## src/rtl/stream_counter_gen_pkg.sv

```systemverilog
// Shared types and lane arithmetic for the stream counter source; STREAM_COUNTER_GEN_SATURATE_EN selects clamping.
// Latency: none (types and a pure function).
// Backpressure: not applicable.
package stream_counter_gen_pkg;

    typedef enum logic [1:0] {
        IDLE = 2'd0,
        RUN  = 2'd1,
        DONE = 2'd2
    } state_t;

    // Operand width of the lane function; lanes up to 32 bits wide are supported.
    localparam int unsigned LV_W = 32;

    // base +/- index*step, either wrapped to width bits or clamped at 0 / 2^width-1.
    function automatic logic [LV_W-1:0] lane_value(
        input logic [LV_W-1:0] base,
        input logic [LV_W-1:0] index,
        input logic [LV_W-1:0] step,
        input logic            down,
        input int unsigned     width
    );
        logic [65:0]     prod;
        logic [65:0]     lim;
        logic [LV_W-1:0] res;
`ifdef STREAM_COUNTER_GEN_SATURATE_EN
        logic [65:0]     sum;
`endif
        prod = 66'(index) * 66'(step);
        lim  = (66'(1) << width) - 66'd1;
`ifdef STREAM_COUNTER_GEN_SATURATE_EN
        if (down) begin
            res = (prod > 66'(base)) ? '0 : LV_W'(66'(base) - prod);
        end else begin
            sum = 66'(base) + prod;
            res = (sum > lim) ? LV_W'(lim) : LV_W'(sum);
        end
`else
        res = down ? LV_W'(66'(base) - prod) : LV_W'(66'(base) + prod);
        res = res & LV_W'(lim);
`endif
        return res;
    endfunction

endpackage

```

## src/rtl/stream_counter_lane.sv

```systemverilog
// One output lane: holds its value and steps it by NUM_CHANNELS*step per accepted beat.
// Latency: value registered, updates the cycle after load/adv.
// Backpressure: holds its value whenever adv is low.
module stream_counter_lane
    import stream_counter_gen_pkg::*;
#(
    parameter int DATA_WIDTH   = 8,
    parameter int NUM_CHANNELS = 2,
    parameter int LANE         = 0
) (
    input  logic                  clk,
    input  logic                  rst_n,
    input  logic                  load,
    input  logic                  adv,
    input  logic [DATA_WIDTH-1:0] init,
    input  logic [DATA_WIDTH-1:0] step,
    input  logic                  down,
    output logic [DATA_WIDTH-1:0] value
);

    // Saturation is idempotent along one direction, so stepping the clamped
    // value by NUM_CHANNELS*step matches computing each beat from init directly.
    always_ff @(posedge clk or negedge rst_n) begin
        if (!rst_n) begin
            value <= '0;
        end else if (load) begin
            value <= DATA_WIDTH'(lane_value(LV_W'(init), LV_W'(LANE), LV_W'(step),
                                            down, DATA_WIDTH));
        end else if (adv) begin
            value <= DATA_WIDTH'(lane_value(LV_W'(value), LV_W'(NUM_CHANNELS), LV_W'(step),
                                            down, DATA_WIDTH));
        end
    end

endmodule

```

## src/rtl/stream_counter_gen.sv

```systemverilog
// Multi-lane AXI-Stream counter burst source; STREAM_COUNTER_GEN_SATURATE_EN clamps lanes instead of wrapping.
// Latency: beat 0 valid one cycle after cfg_start, then one beat per cycle; done one cycle after the last beat.
// Backpressure: tdata/tlast held while tvalid && !tready; tvalid never depends on tready.
module stream_counter_gen
    import stream_counter_gen_pkg::*;
#(
    parameter int DATA_WIDTH   = 8,
    parameter int NUM_CHANNELS = 2,
    parameter int BURST_LEN    = 16
) (
    input  logic                               clk,
    input  logic                               rst_n,
    input  logic                               cfg_start,
    input  logic [DATA_WIDTH-1:0]              cfg_init,
    input  logic [DATA_WIDTH-1:0]              cfg_step,
    input  logic                               cfg_down,
    output logic [NUM_CHANNELS*DATA_WIDTH-1:0] m_axis_tdata,
    output logic                               m_axis_tvalid,
    input  logic                               m_axis_tready,
    output logic                               m_axis_tlast,
    output logic                               busy,
    output logic                               done
);

    localparam int              CNT_W    = (BURST_LEN > 1) ? $clog2(BURST_LEN) : 1;
    localparam logic [CNT_W-1:0] LAST_CNT = CNT_W'(BURST_LEN - 1);

    state_t                state;
    logic [CNT_W-1:0]      beat_cnt;
    logic [CNT_W-1:0]      cnt_nxt;
    logic [DATA_WIDTH-1:0] step_q;
    logic                  down_q;
    logic [DATA_WIDTH-1:0] lane_step;
    logic                  lane_down;
    logic                  load;
    logic                  fire;
    logic                  adv;

    assign load      = (state == IDLE) && cfg_start;
    assign fire      = m_axis_tvalid && m_axis_tready;
    assign adv       = fire && !m_axis_tlast;
    assign cnt_nxt   = beat_cnt + CNT_W'(1);
    // Lanes see the live config on the start cycle and the latched copy afterwards.
    assign lane_step = load ? cfg_step : step_q;
    assign lane_down = load ? cfg_down : down_q;

    always_ff @(posedge clk or negedge rst_n) begin
        if (!rst_n) begin
            state         <= IDLE;
            beat_cnt      <= '0;
            step_q        <= '0;
            down_q        <= 1'b0;
            m_axis_tvalid <= 1'b0;
            m_axis_tlast  <= 1'b0;
            busy          <= 1'b0;
            done          <= 1'b0;
        end else begin
            done <= 1'b0;
            case (state)
                IDLE: begin
                    if (cfg_start) begin
                        state         <= RUN;
                        beat_cnt      <= '0;
                        step_q        <= cfg_step;
                        down_q        <= cfg_down;
                        m_axis_tvalid <= 1'b1;
                        m_axis_tlast  <= (BURST_LEN == 1);
                        busy          <= 1'b1;
                    end
                end
                RUN: begin
                    if (fire) begin
                        if (m_axis_tlast) begin
                            state         <= DONE;
                            m_axis_tvalid <= 1'b0;
                            m_axis_tlast  <= 1'b0;
                            done          <= 1'b1;
                        end else begin
                            beat_cnt     <= cnt_nxt;
                            m_axis_tlast <= (cnt_nxt == LAST_CNT);
                        end
                    end
                end
                DONE: begin
                    state <= IDLE;
                    busy  <= 1'b0;
                end
                default: state <= IDLE;
            endcase
        end
    end

    for (genvar c = 0; c < NUM_CHANNELS; c++) begin : g_lane
        stream_counter_lane #(
            .DATA_WIDTH   (DATA_WIDTH),
            .NUM_CHANNELS (NUM_CHANNELS),
            .LANE         (c)
        ) u_lane (
            .clk   (clk),
            .rst_n (rst_n),
            .load  (load),
            .adv   (adv),
            .init  (cfg_init),
            .step  (lane_step),
            .down  (lane_down),
            .value (m_axis_tdata[c*DATA_WIDTH +: DATA_WIDTH])
        );
    end

endmodule

```

## config.mk

```make
export PLATFORM = sky130hd
export DESIGN_NAME = stream_counter_gen
export DESIGN_NICKNAME = d
export VERILOG_FILES = /design/src/rtl/stream_counter_gen_pkg.sv /design/src/rtl/stream_counter_lane.sv /design/src/rtl/stream_counter_gen.sv
export SDC_FILE = /design/constraint.sdc
export NUM_CORES = 1
export LEC_CHECK = 0
export ABC_AREA = 1
export BUFFER_PORTS_ARGS = -buffer_cell sky130_fd_sc_hd__buf_2
export CAP_MARGIN = 20
export CORE_UTILIZATION = 57
export DETAILED_ROUTE_END_ITERATION = 8
export PLACE_DENSITY = 0.8
export SETUP_SLACK_MARGIN = 0.3
export SYNTH_ARGS = -nofsm -noshare
export SYNTH_HDL_FRONTEND = slang
export SYNTH_SLANG_ARGS = --single-unit
```

## constraint.sdc

```tcl
create_clock -name clk -period 3.25 [get_ports clk]
set_input_delay 0.8125 -clock clk [delete_from_list [all_inputs] [get_ports clk]]
set_output_delay 0.8125 -clock clk [all_outputs]
set_load 0.01 [all_outputs]
```

* Word level (Yosys, flattened, before mapping)
Index checks and enable logic that the tools add are counted.
Widths: inputs -> output; s select.
** Word-level totals
- Bits of input ports :: 21
- Output and inout port bits :: 20
- Flip-flop bits (word level) :: 35
** Cells by class
- Reduce and logical (&&, ||, !) cells :: 14
- Eq/ne operators :: 7
- Muxes and demuxes :: 29
- Add/sub/neg operators :: 7
** Operators by type and width (count)
- $mux 8 :: 8
- $add 8x8->8 :: 3
- $sub 8x8->8 :: 3
- $mux 4 :: 3
- $mux 1 :: 10
- $ne 2x2->1 const B :: 4
- $pmux 4 s2 :: 1
- $reduce_and 4->1 :: 2
- $mux 2 :: 3
- $pmux 1 s2 :: 3
- $reduce_and 3->1 :: 2
- $reduce_bool 2->1 :: 3
- $add 4x1->4 const B :: 1
- $eq 4x4->1 const B :: 1
- $pmux 2 s2 :: 1
- $reduce_and 2->1 :: 2
- $logic_and 1x1->1 :: 3
- $eq 2x1->1 const B :: 1
- $eq 2x2->1 const B :: 1
- $logic_not 2->1 :: 1
- $logic_not 1->1 :: 1

* Logic depth before layout (Yosys ltp)
Gate-level depths: netlist (run 1).
- Word-level depth :: 7
- Depth in mapped cells :: 19

* Cells and area by module
A second synthesis (run 1) with hierarchy kept.
** Unflattened totals
- Cell total of the unflattened synthesis :: 411
- Area total of the unflattened synthesis :: 2761.4 µm²
** By module, submodules not included
- stream_counter_lane at g_lane[1].u_lane :: instances 1, seq. area each 200.2 µm², area an instance 1139.8 µm², cells an instance 200
- stream_counter_gen :: instances 1, seq. area each 475.5 µm², area an instance 839.6 µm², cells an instance 102
- stream_counter_lane at g_lane[0].u_lane :: instances 1, seq. area each 200.2 µm², area an instance 782.0 µm², cells an instance 109

* Worst setup path after synthesis (run 1)
No wires, ideal clock.
- Kind :: input port to flip-flop
- From :: input cfg_start
- To :: register g_lane[1].u_lane.value[7]
- Buffers on the path :: 1
- Setup slack :: -0.108 ns
- Data arrival time :: 3.281 ns
- Stages on the path :: 18
- Data required time :: 3.173 ns
- Path through :: buf_2 > nand2_4 > nand2_1 > nand2_1 > ha_1 > o21ai_0 > ha_1 > inv_1 > nor2_1 > o21ai_0 > nand2_1 > nand3_1 > nand2_1 > nand2_1 > nand2_1 > nand2_1 > nand3_1 > a21oi_1
** Between the ends
- Word-level cells in the longest chain between the ends :: 6
** Ends and longest elaborated chain
- start: declaration :: RTL line stream_counter_gen.sv:13 : input logic cfg_start,
- $logic_and 1x1->1 (*) :: RTL line stream_counter_gen.sv:39 : assign load = (state == IDLE) && cfg_start;
- $mux 8 :: RTL line stream_counter_gen.sv:44 : assign lane_step = load ? cfg_step : step_q;
- $add 8x8->8 or $sub 8x8->8 (tied branches) :: RTL line stream_counter_gen_pkg.sv:39 : res = down ? LV_W'(66'(base) - prod) : LV_W'(66'(base) + prod);
- $mux 8 :: RTL line stream_counter_gen_pkg.sv:39
- $mux 8 :: RTL line stream_counter_lane.sv:29 : end else if (adv) begin
- $mux 8 :: RTL line stream_counter_lane.sv:26 : end else if (load) begin
- end signal: assignment :: RTL line stream_counter_lane.sv:27 : value <= DATA_WIDTH'(lane_value(LV_W'(init), LV_W'(LANE), LV_W'(step),
- end signal: assignment :: RTL line stream_counter_lane.sv:30 : value <= DATA_WIDTH'(lane_value(LV_W'(value), LV_W'(NUM_CHANNELS), LV_W'(step),
- end: declaration :: RTL line stream_counter_lane.sv:18 : output logic [DATA_WIDTH-1:0] value
Every way passes the cells marked *; elsewhere a longest branch is shown, timed or not. The select of a mux whose other input is x is not followed.
A chain may end at the register's enable or synchronous reset.

* Final worst setup path (run 1)
- From :: input cfg_start
- To :: register g_lane[0].u_lane.value[7]
** Between the ends
- Word-level cells in the longest chain between the ends :: 6
** Ends and longest elaborated chain (RTL line)
- $logic_and 1x1->1 (*) :: stream_counter_gen.sv:39
- $mux 8 :: stream_counter_gen.sv:44
- $add 8x8->8 or $sub 8x8->8 (tied branches) :: stream_counter_gen_pkg.sv:39
- $mux 8 :: stream_counter_gen_pkg.sv:39
- $mux 8 :: stream_counter_lane.sv:29
- $mux 8 :: stream_counter_lane.sv:26
- end signal: assignment :: stream_counter_lane.sv:27
- end signal: assignment :: stream_counter_lane.sv:30
- end: declaration :: stream_counter_lane.sv:18
Marked as above.

==> results of run 1 <==
[repair_timing]
item,4_1_cts,5_1_grt
gates resized for setup,0,1
buffers inserted,0,6
endpoints found under the setup margin,0,3
[flip-flops by register name, summed over array words and instances (netlist names)]
signal               count
state                    2
g_lane.u_lane.value     16
down_q                   1
m_axis_tvalid            1
busy                     1
m_axis_tlast             1
beat_cnt                 4
step_q                   8
done                     1
[power groups by stage]
stage               Sequential [uW]  Clock, uW  Combinational, uW
floorplan                       793          0               1690
global placement                759          0               2130
detailed placement              766          0               2190
CTS                             759        408               2220
global route                    785        429               2650
finish                          761        402               2320
[critical path: stages]
cell	delay (ns)
buf_2	0.17
nand2_4	0.10
nand2_1	0.07
nand2_1	0.13
ha_4	0.32
o21ai_4	0.07
buf_4	0.15
fa_1	0.41
nand3_1	0.13
nand3_1	0.11
nand3_1	0.10
nand2_1	0.06
nand2_1	0.09
xnor2_1	0.12
o21bai_1	0.08
[synthesized netlist by cell type (all sizes together) (3+ instances only)]
| master | number |
|---|---|
| nand2 | 125 |
| inv | 60 |
| nand3 | 46 |
| dfrtp | 35 |
| nor2 | 23 |
| o21ai | 18 |
| a21oi | 11 |
| ha | 10 |
| xor2 | 6 |
| o221ai | 5 |
| or2 | 5 |
| buf | 4 |
| fa | 3 |
| nand3b | 3 |
| xnor2 | 3 |
[kinds of logic after synthesis]
kind of cell | synth area share
and+or+nand+nor | 0.347
DFF | 0.338
xor gates and xnor gates | 0.0304
adders and majority gates | 0.0714
AOI/OAI and AO/OA | 0.114
buffers and inverters | 0.0993
[path summary, 6_finish.rpt]
check	start	cells after the start	slack, ns	endpoint
max in group asynchronous	rst_n	1	2.13	g_lane[0].u_lane.value[3]
min in group asynchronous	rst_n	1	0.60	step_q[6]
hold / removal	g_lane[1].u_lane.value[0]	2	0.49	g_lane[1].u_lane.value[0]
setup reg to reg	state[1]	15	0.54	g_lane[0].u_lane.value[7]
hold reg to reg	g_lane[1].u_lane.value[0]	2	0.49	g_lane[1].u_lane.value[0]
setup / recovery	cfg_start	15	0.49	g_lane[0].u_lane.value[7]
[final cells by class]
cell class | count | area, um2
Fill cell | 373 | 1320
Tap cell | 52 | 65.1
Inverter | 60 | 225
Clock buffer | 5 | 68.8
Sequential cell | 35 | 876
Timing Repair Buffer | 49 | 268
Clock inverter | 3 | 43.8
Multi-Input combinational cell | 270 | 1490
[layer usage]
layer | GRT usage | share of wire | up-vias
li1 | - | - | 1283
met1 | 0.343 | 0.46 | 1145
met2 | 0.457 | 0.48 | 72
met3 | 0.0523 | 0.048 | 9
met4 | 0.0726 | 0.012 | 0
met5 | 0 | 0 | -
[metrics by stage]
step / instances / util / worst slack, ns / hold slack [ns] / power (uW)
4_1_cts: 468 / 0.683 / 0.401 / 0.492 / 3390
6_report: 474 / 0.696 / 0.492 / 0.486 / 3490
3_5_place_dp: 460 / 0.657 / 0.127 / 0.473 / 2960
3_3_place_gp: 460 / 0.657 / 0.195 / 0.470 / 2890
5_1_grt: 474 / 0.696 / 0.287 / 0.525 / 3870
2_1_floorplan: 370 / - / 0.331 / 0.462 / 2480
==> summary.md, run 1 <==
| Metric | Value |
|---|---|
| NetSw | `~1700 uW` |
| ANT nets after route | `0` |
| Cell Area, Synth | `2590 um2` |
| Max-slew violation count | `0` |
| CTS sink count | `35` |
| Largest net degree at the start of global routing | `36` |
| Slew at the pin with the worst max-slew slack | `~0.8 ns` |
| Initial core utilization | `0.596` |
| Initial antenna violation count | `0` |
| Hold Buf Count CTS | `0` |
| Initial detailed-routing violation count | `around 130` |
| Final setup viols | `0` |
| Vias in the first global route | `2282` |
| Library cells used by synthesis | `40` |
| Total Neg Setup Slack | `0 ns` |
| Yosys top cell area share | `0.338` |
| Cell area after layout | `3030 um2` |
| Seq/Total Area, Yosys | `0.338` |
| Die W | `69.5 um` |
| Layout cells sized above 1 | `0.190` |
| Cell Rows | `24` |
| Fmax | `363 MHz` |
| Status | `finished, final reports clean` |
| Clock-pin slew of the registers on the worst-case setup and hold paths | `0.08 ns` |
| Num CTS Buffers | `5` |
| Synthesized net count | `404` |
| Leak | `0.00171 uW` |
| TritonCTS clock tree | `yes` |
| CP Launch Type | `input pin` |
| Top-level I/O count | `41` |
| Post-layout min period | `2.76 ns` |
| Clock Latency Late Sink | `about 0.3 ns` |
| GRT Util Overall | `0.267` |
| Global-route wire length before repair | `around 10000 um` |
| Dominant cells by area after synthesis | `dfrtp_1 34%, nand2_1 17%, nand3_1 8.7%` |
| Worst Path Arrival | `2.94 ns` |
| Max-Cap Viols | `0` |
| DRC errors left | `0` |
| Setup crit end kind | `flop` |
| Syn_area_per_cell | `7.01 um2` |
| Die height | `approximately 70 um` |
| Slew HR | `0.460` |
| RSZ-0062 raised after global routing | `no` |
| Routability cong. | `around 0.87` |
| Layout area overhead | `16.8%` |
| Hold Path Class | `flop to flop` |
| Synth area leader | `dfrtp_1` |
| Synth async-reset ratio | `1.00` |
| Sw frac | `0.491` |
| Avg WL per Cell | `12.7 um` |
| Total core area | `~4400 um2` |
| Cell area power density | `about 1100 nW/um2` |
| Flop pwr share | `0.218` |
| Critical path class | `input pin to flop` |
| Antenna cells | `0` |
| Number of port buffers | `40` |
| Clock power share | `0.115` |
| Vias per cell | `5.29` |
| H-tree Lvls | `2` |
| Vias post-DR | `2509` |
| Hpwl dp | `4420 um` |
| Primary FF master, synth | `dfrtp_1` |
| Root buffer selected by CTS | `clkbuf_8` |
| Combinational fraction of design power | `0.666` |
| Crit Path Max Fanout | `7` |
| Synth Register Bits | `35` |
| Synth Instances | `370` |
| Die Area | `4830 um2` |
| Peak supply drop | `around 0.00058 V` |
| Total Nets Final | `455` |
| Commonest non-fill, non-tap cell in the layout | `nand2_1` |
| First-pass DRT Iterations | `5` |
| Commonest cells after routing, fill and taps aside | `118 x nand2_1, 59 x inv_1, 45 x nand3_1` |
| Post-synth EDFFs | `0` |
| Dpl cell area | `between 2000 and 3000 um2` |
| Ys Warns | `0` |
| Worst Skew | `about 0.0074 ns` |
| Crit share post-route | `0.849` |
| Worst-case clock buffer depth | `2` |
| Final Hold Fails | `0` |
| CP required | `3.43 ns` |
| Detailed Route WL | `about 6000 um` |
| Pint | `1770 uW` |
| Remaining global-route overflow | `0` |
(Power assumes the default switching activity.)
==> run 2, diff against run 1 <==
--- a/config.mk
+++ b/config.mk
@@ -5,12 +5,12 @@
 export SDC_FILE = /design/constraint.sdc
 export NUM_CORES = 1
 export LEC_CHECK = 0
-export ABC_AREA = 1
+export ABC_AREA = 0
 export BUFFER_PORTS_ARGS = -buffer_cell sky130_fd_sc_hd__buf_2
 export CAP_MARGIN = 20
-export CORE_UTILIZATION = 57
+export CORE_UTILIZATION = 51
 export DETAILED_ROUTE_END_ITERATION = 8
-export PLACE_DENSITY = 0.8
+export PLACE_DENSITY = 0.76
 export SETUP_SLACK_MARGIN = 0.3
 export SYNTH_ARGS = -nofsm -noshare
 export SYNTH_HDL_FRONTEND = slang
==> constraint.sdc (replaced) <==
create_clock -name clk -period 2.3 [get_ports clk]
set_input_delay 0.575 -clock clk [delete_from_list [all_inputs] [get_ports clk]]
set_output_delay 0.575 -clock clk [all_outputs]
set_load 0.01 [all_outputs]
==> run 2 against run 1 <==
  * The run now ends with setup timing left
  * Die area grew 10%
  * Clock-buffer cell count is the same
  * Critical path depth shrank 3
  * Sequential cell count shrank 1
  * Wire length grew 57%
  * Synthesized cell count shrank 21%
  * Sequential share of layout area shrank 6.6 points
  * Design area grew 26%
  * Global-route usage grew 5.1 points
  * Register-to-register slack lost 2.1 ns
==> summary.md, run 2 <==
| Metric | Value |
|---|---|
| CP bufs+invs | `1` |
| Syn_area_per_cell | `8.80 um2` |
| Final Hold Fails | `0` |
| First-pass DRT Iterations | `5` |
| Die height | `72.9 um` |
| Violated checks | `setup timing` |
| Synthesized net count | `325` |
| Worst-case clock buffer depth | `2` |
| Max-slew violation count | `0` |
| Crit path max-delay cell type | `or3b_4` |
| Largest net degree at the start of global routing | `35` |
| Top reg by flops | `g_lane.u_lane.value` |
| Delay-heaviest family, CP | `adder cells` |
| Worst-path cell chain | `or3b_4, mux2i_2, ha_1, mux2i_4, buf_12, fa_2, maj3_2, maj3_2, maj3_2, maj3_2, mux2i_1, nand3_1` |
| Layout cells sized above 1 | `0.441` |
| CTS sink count | `34` |
| CP Launch Type | `flop` |
| Total Neg Setup Slack | `-13.91 ns` |
| R2R depth | `12` |
| Initial antenna violation count | `0` |
| Met1 Wirelength | `around 3700 um` |
| Library cells used by synthesis | `47` |
| Max-Cap Viols | `0` |
| Vias in the first global route | `2654` |
| Synth async-reset ratio | `1.00` |
| Primary FF master, synth | `dfrtp_1` |
| Worst Path Arrival | `4.03 ns` |
| Ys Warns | `0` |
| Remaining global-route overflow | `0` |
| Top-level I/O count | `41` |
| Global-route wire length before repair | `about 13000 um` |
| R2r setup slk | `-1.56 ns` |
| Largest registers | `g_lane.u_lane.value: 16 flops, step_q: 7 flops, beat_cnt: 4 flops` |
| Max FFs per register | `16` |
| Num CTS Buffers | `5` |
| Fill cell count | `283` |
| Slew HR | `0.465` |
| CP startpoint | `state[0]` |
| Seq/Total Area, Yosys | `0.332` |
| Post-synth EDFFs | `0` |
| Layout area overhead | `49.1%` |
| WL met3 | `604 um` |
| Most frequent cell after synthesis | `nand2_1` |
| Worst r2r dst | `g_lane[1].u_lane.value[6]` |
| Worst r2r src | `state[0]` |
| Clock Latency Late Sink | `0.30 ns` |
| Hpwl dp | `5080 um` |
| Initial detailed-routing violation count | `~270` |
| Detailed Route WL | `about 9400 um` |
| Antenna cells | `0` |
| Setup crit end kind | `flop` |
| Fmax | `259 MHz` |
| Initial core utilization | `0.535` |
| Yosys top cell area share | `0.332` |
| Die W | `72.9 um` |
| Number of port buffers | `40` |
| Final setup viols | `13` |
| Total Nets Final | `434` |
| Status | `complete, but fails checks` |
| Commonest non-fill, non-tap cell in the layout | `buf_4` |
| Worst Slack Setup Final | `-1.56 ns` |
| FF+latch area | `851 um2` |
| Most used cell, CP | `maj3_2` |
| Vias per cell | `a little over 6` |
| Top layer in use | `met4` |
| Post-layout min period | `3.86 ns` |
| Critical path class | `flop to flop` |
| Avg WL per Cell | `20.2 um` |
| Crit Path Max Fanout | `5` |
| Slew at the pin with the worst max-slew slack | `0.802 ns` |
| Die Area | `5310 um2` |
| Worst Skew | `0.00960 ns` |
| Critical Path Sink | `g_lane[1].u_lane.value[6]` |
| TritonCTS clock tree | `yes` |
| RSZ-0062 raised after global routing | `yes` |
| DRC errors left | `0` |
| Dominant cells by area after synthesis | `dfrtp_1 33%, xnor2_1 9.6%, nand2_1 5.4%` |
| Vias post-DR | `2842` |
| Worst path depth | `12` |
| Synth Instances | `291` |
| Max incr delay on CP | `0.45 ns` |
| Cell Rows | `25` |
| Synth area leader | `dfrtp_1` |
| Commonest cells after routing, fill and taps aside | `61 x buf_4, 40 x buf_2, 36 x nand2_1` |
| Root buffer selected by CTS | `clkbuf_8` |
| Crit share post-route | `1.68` |
| Synth Register Bits | `34` |
| CP required | `2.48 ns` |
| Clock-pin slew of the registers on the worst-case setup and hold paths | `0.08 ns` |
| ANT nets after route | `0` |
| Top cells by count, synth | `37 x nand2_1, 34 x dfrtp_1, 28 x xnor2_1` |
| GRT Util Overall | `0.318` |
| Total core area | `4790 um2` |
| Hold Path Class | `input pin to async pin` |
| Met2 wire len | `between 4000 and 5000 um` |
| Area occupied by multi-input gates | `roughly 1800 um2` |
| Cell Area, Synth | `about 2600 um2` |
| H-tree Lvls | `2` |
| Routability cong. | `roughly 0.83` |
run 2: cell families (layout without fill, tap and decap cells):
group | Yosys count | count (layout) | share of synthesized area
AOI/OAI and AO/OA | 62 | 62 | 0.155
xor gates and xnor gates | 34 | 34 | 0.116
adders and majority gates | 29 | 29 | 0.139
buffers and inverters | 27 | 137 | 0.0455
DFF | 34 | 34 | 0.332
muxes | 10 | 10 | 0.0415
and+or+nand+nor | 95 | 95 | 0.171
run 2: worst register-to-register path, cell delays in order, from the launching register on:
cell	delay, ns
dfrtp_1	0.40
or3b_4	0.45
mux2i_2	0.18
ha_1	0.36
mux2i_4	0.15
buf_12	0.17
fa_2	0.38
maj3_2	0.32
maj3_2	0.32
maj3_2	0.34
maj3_2	0.35
mux2i_1	0.20
nand3_1	0.11
run 2: worst min-delay path by stage:
stage | from | end | slack, ns | cells after the start
global placement | g_lane[0].u_lane.value[0] | g_lane[0].u_lane.value[0] | 0.46 | 2
detailed placement | g_lane[1].u_lane.value[0] | g_lane[1].u_lane.value[0] | 0.48 | 2
CTS | rst_n | g_lane[0].u_lane.value[3] | 0.38 | 1
floorplan | rst_n | beat_cnt[0] | 0.28 | 0
finish | rst_n | step_q[6] | 0.36 | 1
global route | rst_n | step_q[6] | 0.43 | 1
run 2: layout make-up:
| cell class | instances | share of cell area |
|---|---|---|
| tap | 67 | 0.0220 |
| clock buffer | 5 | 0.0180 |
| clock inverter | 3 | 0.0118 |
| inverter | 14 | 0.0164 |
| sequential | 34 | 0.223 |
| multi-input combinational | 230 | 0.484 |
| timing repair buffer | 115 | 0.225 |
run 2: metal layers:
| metal | GRT usage | up-vias |
|---|---|---|
| met5 | 0 | - |
| met4 | 0.187 | 0 |
| met3 | 0.0691 | 39 |
| met2 | 0.534 | 168 |
| met1 | 0.374 | 1398 |
| li1 | - | 1237 |
run 2: what timing repair did:
item | in CTS | in global routing
setup endpoints to repair | 13 | 14
buffers inserted | 8 | 4
cloned | 1 | 0
resized for setup | 40 | 21
hold buffers | 0 | 0
pin swaps | 38 | 23
endpoints found under the hold margin | 0 | 0
run 2: metrics by stage:
step	setup slack (ns)	utilization	hold slack (ns)	area [um2]	cells
finish	-1.56	0.797	0.356	3820	468
global placement	-1.59	0.684	0.462	3270	447
detailed placement	-1.65	0.684	0.480	3270	447
CTS	-1.39	0.764	0.379	3660	464
global route	-1.65	0.797	0.426	3820	468
floorplan	-1.82	-	0.279	2610	291
Power of run 2 is not shown: default switching activity piles up to over one toggle a cycle in this logic, so the estimate is an artifact.
==> run 3, diff against run 2 <==
--- a/config.mk
+++ b/config.mk
@@ -8,9 +8,9 @@
 export ABC_AREA = 0
 export BUFFER_PORTS_ARGS = -buffer_cell sky130_fd_sc_hd__buf_2
 export CAP_MARGIN = 20
-export CORE_UTILIZATION = 51
+export CORE_UTILIZATION = 61
 export DETAILED_ROUTE_END_ITERATION = 8
-export PLACE_DENSITY = 0.76
+export PLACE_DENSITY = 0.85
 export SETUP_SLACK_MARGIN = 0.3
 export SYNTH_ARGS = -nofsm -noshare
 export SYNTH_HDL_FRONTEND = slang
==> constraint.sdc (replaced) <==
create_clock -name clk -period 4.9 [get_ports clk]
set_input_delay 1.225 -clock clk [delete_from_list [all_inputs] [get_ports clk]]
set_output_delay 1.225 -clock clk [all_outputs]
set_load 0.01 [all_outputs]
==> run 3 against run 2 <==
  * The flow now finishes without violations
  * First-iteration DRC count is 54% lower
  * Wire length is 40% lower
  * Non-clock buffer count is 68 lower
  * Sequential share of layout area is 6.7 points higher
  * Setup slack better by 2.0 ns
  * Global-route usage is 2.9 points lower
  * Die area is 16% lower
  * Worst hold slack better by 0.14 ns
  * Critical path depth is 1 higher
  * Cell count is 18% lower
  * Via count is 22% lower
  * Sequential cell count stayed put
  * Critical endpoint unchanged
  * Largest cell class unchanged
==> summary.md, run 3 (synthesis results as in run 2) <==
| Metric | Value |
|---|---|
| TritonCTS clock tree | `yes` |
| Vias post-DR | `2218` |
| Largest net degree at the start of global routing | `35` |
| CTS sink count | `34` |
| WL met3 | `295 um` |
| Critical path class | `input pin to flop` |
| Layout cells sized above 1 | `0.222` |
| Total Neg Setup Slack | `0 ns` |
| Worst-case clock buffer depth | `2` |
| DRC errors left | `0` |
| Met1 Wirelength | `2560 um` |
| Cell Rows | `23` |
| Total core area | `just over 4000 um2` |
| Crit share post-route | `0.905` |
| Initial detailed-routing violation count | `125` |
| CP startpoint | `cfg_start` |
| H-tree Lvls | `2` |
| CP required | `around 5.1 ns` |
| Top layer in use | `met4` |
| Max-slew violation count | `0` |
| Routability cong. | `0.884` |
| Initial core utilization | `0.635` |
| Avg WL per Cell | `14.8 um` |
| Hpwl dp | `4130 um` |
| Commonest non-fill, non-tap cell in the layout | `buf_2` |
| Max-Cap Viols | `0` |
| Post-layout min period | `~4.4 ns` |
| Slew HR | `0.309` |
| Worst r2r src | `state[1]` |
| Num CTS Buffers | `5` |
| Final setup viols | `0` |
| Top-level I/O count | `41` |
| Fmax | `226 MHz` |
| Final std cells w/o fill | `383` |
| ANT nets after route | `0` |
| Final Hold Fails | `0` |
| Antenna cells | `0` |
| Global-route wire length before repair | `9540 um` |
| Die W | `66.8 um` |
| R2r setup slk | `0.96 ns` |
| Clock Latency Late Sink | `0.29 ns` |
| RSZ-0062 raised after global routing | `no` |
| Setup crit end kind | `flop` |
| Root buffer selected by CTS | `clkbuf_8` |
| Top reg by flops | `g_lane.u_lane.value` |
| Cell area after layout | `2930 um2` |
| Commonest cells after routing, fill and taps aside | `40 x buf_2, 37 x nand2_1, 34 x dfrtp_1` |
| Vias per cell | `5.79` |
| Crit Path Max Fanout | `20` |
| Clock-pin slew of the registers on the worst-case setup and hold paths | `0.08 ns` |
| Hold Path Class | `flop to flop` |
| CP Launch Type | `input pin` |
| First-pass DRT Iterations | `4` |
| Die Area | `4460 um2` |
| CTS-repair resized insts | `0` |
| Hold path start | `g_lane[1].u_lane.value[0]` |
| Hold Buf Count CTS | `0` |
| Slew at the pin with the worst max-slew slack | `just over 1 ns` |
| Total Nets Final | `366` |
| Placed cells | `373` |
| GRT Util Overall | `0.288` |
| Status | `finished, final reports clean` |
| Worst Skew | `0.00544 ns` |
| Largest registers | `g_lane.u_lane.value: 16 flops, step_q: 7 flops, beat_cnt: 4 flops` |
| Dpl cell area | `roughly 2800 um2` |
| Layout area overhead | `14.5%` |
| Die height | `66.8 um` |
| Initial antenna violation count | `0` |
| Max FFs per register | `16` |
| Detailed Route WL | `5670 um` |
| Met2 wire len | `about 2700 um` |
| Remaining global-route overflow | `0` |
| Fill cell count | `about 300` |
| Vias in the first global route | `approximately 2100` |
| Worst Path Arrival | `approximately 4.6 ns` |
| Number of port buffers | `40` |
run 3: cell types whose count changed in the layout (fill, tap and decap cells not counted), sizes merged:
cell      change
buf          -67
bufbuf        -1
bufinv        -1
clkbuf        +1
clkinv        +1
clkinvlp      -1
run 3: worst paths after layout:
check | end | cells past startpoint
max | g_lane[1].u_lane.value[6] | 13
min | g_lane[1].u_lane.value[0] | 2
max reg2reg | g_lane[1].u_lane.value[6] | 12
min reg2reg | g_lane[1].u_lane.value[0] | 2
max in group asynchronous | g_lane[0].u_lane.value[3] | 1
min in group asynchronous | m_axis_tlast | 1
run 3: stage by stage:
stage / setup slack (ns) / utilization / hold WS, ns
2_1_floorplan: 0.124 / - / 0.489
3_3_place_gp: 0.220 / 0.700 / 0.474
3_5_place_dp: 0.139 / 0.700 / 0.491
4_1_cts: 0.451 / 0.724 / 0.508
5_1_grt: 0.305 / 0.728 / 0.541
6_report: 0.466 / 0.728 / 0.499
run 3: worst max-delay path, stage by stage:
cell and delay [ns]:
buf_2 0.12, or3b_1 0.42, buf_4 0.23, a21o_1 0.26, mux2i_4 0.23, buf_4 0.16, fa_1 0.43, maj3_2 0.33
maj3_2 0.33, maj3_2 0.31, maj3_2 0.31, mux2i_1 0.16, nand3_1 0.09
run 3: area by class of cell:
cell class | count | area, um2 | area share
well taps | 50 | 62.6 | 0.0213
flip-flops and latches | 34 | 851 | 0.290
clock buffers | 6 | 82.6 | 0.0282
multi-input cells | 230 | 1620 | 0.552
clock inverters | 2 | 12.5 | 0.00427
inverters | 14 | 52.6 | 0.0179
repair buffers | 47 | 253 | 0.0862
run 3: repair_timing:
item / CTS / global route
endpoints found under the hold margin: 0 / 0
setup endpoints to repair: 0 / 2
setup buffers: 0 / 2
run 3: metal layers:
layer / track usage / up-vias
li1: - / 1095
met1: 0.369 / 1037
met2: 0.484 / 74
met3: 0.0616 / 12
met4: 0.0851 / 0
met5: 0 / -
Power of run 3 is left out for the same reason.
